[config.mk]
export PLATFORM = sky130hd
export DESIGN_NAME = jk_bank_driver
export DESIGN_NICKNAME = d
export VERILOG_FILES = /design/src/rtl/jk_bank_pkg.sv /design/src/rtl/jk_excite_encode.sv /design/src/rtl/jk_bank_driver.sv
export SDC_FILE = /design/constraint.sdc
export NUM_CORES = 1
export LEC_CHECK = 0
export CAP_MARGIN = 20
export CORE_UTILIZATION = 40
export CTS_CLUSTER_DIAMETER = 100
export DETAILED_ROUTE_END_ITERATION = 8
export HOLD_SLACK_MARGIN = 0.15
export PLACE_DENSITY = 0.86
export SLEW_MARGIN = 0
export SYNTH_ARGS = -nofsm -noshare
export SYNTH_HDL_FRONTEND = slang
export SYNTH_SLANG_ARGS = --single-unit
[constraint.sdc]
create_clock -name MasterClock -period 2.1 [get_ports MasterClock]
set_clock_uncertainty 0.1 [all_clocks]
set_input_delay 0.42 -clock MasterClock [delete_from_list [all_inputs] [get_ports MasterClock]]
set_output_delay 0.42 -clock MasterClock [all_outputs]
set_load 0.05 [all_outputs]
[src/rtl/jk_bank_pkg.sv]
// Shared types for the JK bank driver: command opcodes, driver FSM states and
// the per-bit JK next-state helper used wherever a bank value is predicted.
package jk_bank_pkg;

    // Command opcodes; 101-111 are reserved and behave as NOP
    typedef logic [2:0] jkOp_t;

    localparam jkOp_t OP_NOP    = 3'b000;
    localparam jkOp_t OP_CLEAR  = 3'b001;
    localparam jkOp_t OP_SET    = 3'b010;
    localparam jkOp_t OP_TOGGLE = 3'b011;
    localparam jkOp_t OP_LOAD   = 3'b100;

    // Driver sequencing states
    typedef enum logic [2:0] {
        IDLE  = 3'd0,
        SETUP = 3'd1,
        HIGH  = 3'd2,
        LOW   = 3'd3,
        CHECK = 3'd4
    } jkState_t;

    // Standard JK characteristic: 00 hold, 01 reset, 10 set, 11 toggle
    function automatic logic jkNextBit(input logic jIn, input logic kIn, input logic qIn);
        logic result;
        unique case ({jIn, kIn})
            2'b00:   result = qIn;
            2'b01:   result = 1'b0;
            2'b10:   result = 1'b1;
            default: result = ~qIn;
        endcase
        return result;
    endfunction

endpackage

[src/rtl/jk_excite_encode.sv]
// Combinational command-to-excitation encoder: turns an opcode, mask and load
// data into per-bit j/k values, and predicts the bank value after one edge.
module jk_excite_encode
    import jk_bank_pkg::*;
#(
    parameter int unsigned WIDTH = 8
) (
    input  jkOp_t            op,
    input  logic [WIDTH-1:0] mask,
    input  logic [WIDTH-1:0] data,
    input  logic [WIDTH-1:0] qNow,
    output logic [WIDTH-1:0] jNext,
    output logic [WIDTH-1:0] kNext,
    output logic [WIDTH-1:0] expected
);

    // Per-bit excitation; unmasked bits and NOP/reserved ops hold (j=k=0)
    always_comb begin
        jNext = '0;
        kNext = '0;
        case (op)
            OP_CLEAR: begin
                kNext = mask;
            end
            OP_SET: begin
                jNext = mask;
            end
            OP_TOGGLE: begin
                jNext = mask;
                kNext = mask;
            end
            OP_LOAD: begin
                jNext = mask & data;
                kNext = mask & ~data;
            end
            default: begin
                jNext = '0;
                kNext = '0;
            end
        endcase
    end

    // Predicted bank value after exactly one clock edge with this excitation
    always_comb begin
        expected = qNow;
        for (int i = 0; i < int'(WIDTH); i++) begin
            expected[i] = jkNextBit(jNext[i], kNext[i], qNow[i]);
        end
    end

endmodule

[src/rtl/jk_bank_driver.sv]
// Command-side driver for a bank of JK flip-flops. Accepts one command per
// valid/ready handshake, holds j/k stable, issues exactly one registered
// rising edge on jkClk, then optionally verifies the bank readback.
// Optional feature macro: JK_READBACK_CHECK_EN (adds the CHECK state, the
// expected-value register and the sticky error flag).
module jk_bank_driver
    import jk_bank_pkg::*;
#(
    parameter int unsigned WIDTH        = 8,
    parameter int unsigned SETUP_CYCLES = 1,
    parameter int unsigned HIGH_CYCLES  = 1
) (
    input  logic             MasterClock,
    input  logic             resetL,
    input  logic             cmdValid,
    output logic             cmdReady,
    input  logic [2:0]       cmdOp,
    input  logic [WIDTH-1:0] cmdMask,
    input  logic [WIDTH-1:0] cmdData,
    output logic [WIDTH-1:0] j,
    output logic [WIDTH-1:0] k,
    output logic             jkClk,
    input  logic [WIDTH-1:0] q,
    output logic             busy,
    output logic             done,
    output logic             error,
    input  logic             errorClr
);

    // One counter serves both timed phases; it always reloads, so never wraps
    localparam int unsigned MAX_CYCLES = (SETUP_CYCLES > HIGH_CYCLES) ? SETUP_CYCLES : HIGH_CYCLES;
    localparam int unsigned CNT_W      = $clog2(MAX_CYCLES) + 1;

    jkState_t         state;
    logic [CNT_W-1:0] cnt;
    logic             accept;
    logic [WIDTH-1:0] jNext;
    logic [WIDTH-1:0] kNext;
    logic [WIDTH-1:0] expectedNext;

    assign accept = cmdValid && cmdReady;

    jk_excite_encode #(
        .WIDTH(WIDTH)
    ) uEncode (
        .op      (jkOp_t'(cmdOp)),
        .mask    (cmdMask),
        .data    (cmdData),
        .qNow    (q),
        .jNext   (jNext),
        .kNext   (kNext),
        .expected(expectedNext)
    );

    // Command sequencer; every output is registered so jkClk cannot glitch
    always_ff @(posedge MasterClock or negedge resetL) begin
        if (!resetL) begin
            state    <= IDLE;
            cnt      <= '0;
            j        <= '0;
            k        <= '0;
            jkClk    <= 1'b0;
            busy     <= 1'b0;
            done     <= 1'b0;
            cmdReady <= 1'b0;
        end else begin
            done <= 1'b0;
            unique case (state)
                IDLE: begin
                    cmdReady <= 1'b1;
                    if (accept) begin
                        state    <= SETUP;
                        cnt      <= CNT_W'(SETUP_CYCLES - 1);
                        j        <= jNext;
                        k        <= kNext;
                        busy     <= 1'b1;
                        cmdReady <= 1'b0;
                    end
                end
                SETUP: begin
                    if (cnt == '0) begin
                        state <= HIGH;
                        cnt   <= CNT_W'(HIGH_CYCLES - 1);
                        jkClk <= 1'b1;
                    end else begin
                        cnt <= cnt - CNT_W'(1);
                    end
                end
                HIGH: begin
                    if (cnt == '0) begin
                        state <= LOW;
                        jkClk <= 1'b0;
`ifndef JK_READBACK_CHECK_EN
                        done  <= 1'b1;
`endif
                    end else begin
                        cnt <= cnt - CNT_W'(1);
                    end
                end
                LOW: begin
`ifdef JK_READBACK_CHECK_EN
                    state <= CHECK;
                    done  <= 1'b1;
`else
                    state    <= IDLE;
                    busy     <= 1'b0;
                    cmdReady <= 1'b1;
                    j        <= '0;
                    k        <= '0;
`endif
                end
`ifdef JK_READBACK_CHECK_EN
                CHECK: begin
                    state    <= IDLE;
                    busy     <= 1'b0;
                    cmdReady <= 1'b1;
                    j        <= '0;
                    k        <= '0;
                end
`endif
                default: begin
                    state    <= IDLE;
                    jkClk    <= 1'b0;
                    busy     <= 1'b0;
                    cmdReady <= 1'b0;
                    j        <= '0;
                    k        <= '0;
                end
            endcase
        end
    end

`ifdef JK_READBACK_CHECK_EN
    logic [WIDTH-1:0] expectedQ;
    logic             mismatch;

    // Bank value predicted from q as sampled in the accept cycle
    always_ff @(posedge MasterClock or negedge resetL) begin
        if (!resetL) begin
            expectedQ <= '0;
        end else if (accept) begin
            expectedQ <= expectedNext;
        end
    end

    assign mismatch = (state == CHECK) && (q != expectedQ);

    // Sticky readback error; a new mismatch beats a simultaneous clear
    always_ff @(posedge MasterClock or negedge resetL) begin
        if (!resetL) begin
            error <= 1'b0;
        end else if (mismatch) begin
            error <= 1'b1;
        end else if (errorClr) begin
            error <= 1'b0;
        end
    end
`else
    logic unusedReadback;

    // Readback path is absent in this build
    assign error          = 1'b0;
    assign unusedReadback = ^{errorClr, expectedNext};
`endif

endmodule

==> metrics.txt <==
outcome=complete, no violations; Crit path max-delay family=buffers and inverters; vias post-DR=891; Area Overhead vs Synth=38.7%; Logic pwr share=53.7%; Peak VDD IR=0.915 mV; Sequential Power Share=35.4%; DRC Markers=0; die span in x=53.9 µm; Post-synth top cells=dfrtp_1, nand2_1, o21ai_1; diode count=0; die area=0.00290 mm²; crit path launch type=register; antenna violations before repair=0; # setup viols final=0; Port Buffers=41; worst slew pin tran=548 ps; drt first-iter violations=13; CP Max Fanout=2; share of cells above drive strength 1=7.52%; synth unique cells=25; slowest CP cell=clkdlybuf4s50_1; commonest register cell after synthesis=dfrtp_1; reg2reg end=k[6]; leading area contributor after synthesis=dfrtp_1; Clk network pwr share=10.9%; first-pass GRT wire length=3920 µm; R2R cell count=4; Crit path required time=1580 ps; GRT Residual Overflow=0; Rel. slew slack=63.5%; Mean Syn Cell Area=11.4 µm²; Initial Util=43.0%; Static Leak=0.652 nW; synth top area cells=dfrtp_1, a32o_1, buf_6, o2bb2ai_1, ha_1; Hold Vio Cnt, Final=0; Antenna Nets Post-Route=0; FP Rows=18; cell internal pwr=0.000896 W; Post-synth EDFFs=0; clk_lat worst skew=290 ps; crit path cell chain=clkdlybuf4s50_1; Min Clock Period, post-route=2010 ps; H-tree depth=1; HPWL after DPL=1780 µm; Sink Count=22; post-synthesis async set-or-reset flop share=100%; r2r setup slk=300 ps; overall routing resource usage=18.7%; Finished Core Util=59.7%; max incr delay on CP=810 ps; Syn Nets=129; Post-Synthesis Cells=94; Die H=53.9 µm; Setup CP Type=reg -> out; setup TNS=0 ps; CTS buffer count=3; root buffer cell=clkbuf_4; yosys warns=0; Worst-path clk slew=110 ps; R2R Path Start=state[0]; CTS tree=done; vias per cell=5.47; Hold-fix buffers, CTS=0; drt pass-1 iters=4; Tightest Hold Check Type=in -> async; NetSw=0.000728 W; setup bufs post-CTS=0; routability cong.=0.722; RSZ-0062 raised after global routing=false; final slew viol count=0; MaxCap Viol Count=0; Mapped Area=0.00108 mm²; fin crit share=95.6%; Critical Path AT=1490 ps; sw frac=44.8%; sequential fraction of the synthesis area=51.2%; core box area=0.00250 mm²; area share of the largest cell type after synthesis=51.2%; CP bufs+invs=1; top-count cell post-synth=dfrtp_1; # nets final=170; Worst Setup End Kind=output port; I/O Pins=52; Pwr Density=1090 mW/mm²; Synth Register Bits=22; vias in the first global route=876; Fmax=0.498 GHz; drt total wl=2450 µm; CTS Buffer Depth=2; largest net degree at the start of global routing=23; DR WL/cell=15.1 µm
area by class of cell:
class | instances | area (µm²)
clock buffer | 3 | 22.5
fill | 205 | 1010
inverter | 3 | 11.3
multi-input combinational | 61 | 435
sequential | 22 | 551
tap | 30 | 37.5
timing repair buffer | 44 | 435
cells in the final DEF, fill, tap and decap left out, drive strengths merged:
cell and n:
a21o 2, a21oi 7, a22o 2, a2bb2oi 1, a31oi 1, a32o 7, and2b 1, and4b 1
buf 3, clkbuf 3, clkdlybuf4s50 40, conb 1, dfrtp 22, dlymetal6s2s 1, ha 4, inv 3
mux2 2, nand2 10, nand2b 1, nor2 2, nor3 1, nor3b 1, o21ai 8, o22a 1
o2bb2ai 7, or3b 1
cells by family after synthesis:
group / count (synthesis) / share of synthesized area, %
DFF: 22 / 51.2
other: 1 / 0.349
and+or+nand+nor: 18 / 8.95
muxes: 2 / 2.09
AOI/OAI and AO/OA: 36 / 24.4
buffers and inverters: 11 / 8.37
adders and majority gates: 4 / 4.65
state kept, by name (all words and copies together), names as in the netlist:
| register | count |
|---|---|
| j | 8 |
| k | 8 |
| state | 2 |
| busy | 1 |
| cmdReady | 1 |
| done | 1 |
| jkClk | 1 |
per-layer routing:
layer	track usage (%)	routed length (µm)	up-vias
met3	1.98	192	2
met5	0	0	-
met1	25.2	1110	434
met2	30.7	1140	33
li1	-	-	422
met4	7.02	10	0
metrics by stage:
stage / worst slack [ps] / std cells / hold slack [ps] / total power [W] / area (µm²)
2_1_floorplan: 393 / 94 / 24.4 / 0.00130 / 1080
5_1_grt: 31.3 / 163 / 375 / 0.00173 / 1490
6_report: 92.6 / 163 / 374 / 0.00162 / 1490
3_3_place_gp: 151 / 160 / 372 / 0.00143 / 1470
3_5_place_dp: 144 / 160 / 380 / 0.00145 / 1470
4_1_cts: 38.2 / 163 / 372 / 0.00163 / 1490
power by group through the flow:
| stage | Clock [W] | Sequential (W) | Combinational [W] |
|---|---|---|---|
| detailed placement | 0 | 0.000582 | 0.000872 |
| global route | 0.000202 | 0.000589 | 0.000935 |
| global placement | 0 | 0.000577 | 0.000857 |
| finish | 0.000176 | 0.000575 | 0.000873 |
| CTS | 0.000183 | 0.000576 | 0.000874 |
| floorplan | 0 | 0.000807 | 0.000496 |
worst max-delay path by stage:
stage,startpoint,end,cells past startpoint
CTS,cmdReady,cmdReady,1
global route,j[1],j[1],1
detailed placement,cmdOp[2],k[4],4
finish,k[6],k[6],1
floorplan,cmdReady,k[5],5
global placement,cmdValid,k[7],4
timing repair:
item,CTS,global route
gates resized for setup,0,1
setup endpoints to repair,0,1
hold endpoints to repair,0,0
No activity file was read; power rests on OpenSTA's default activity.
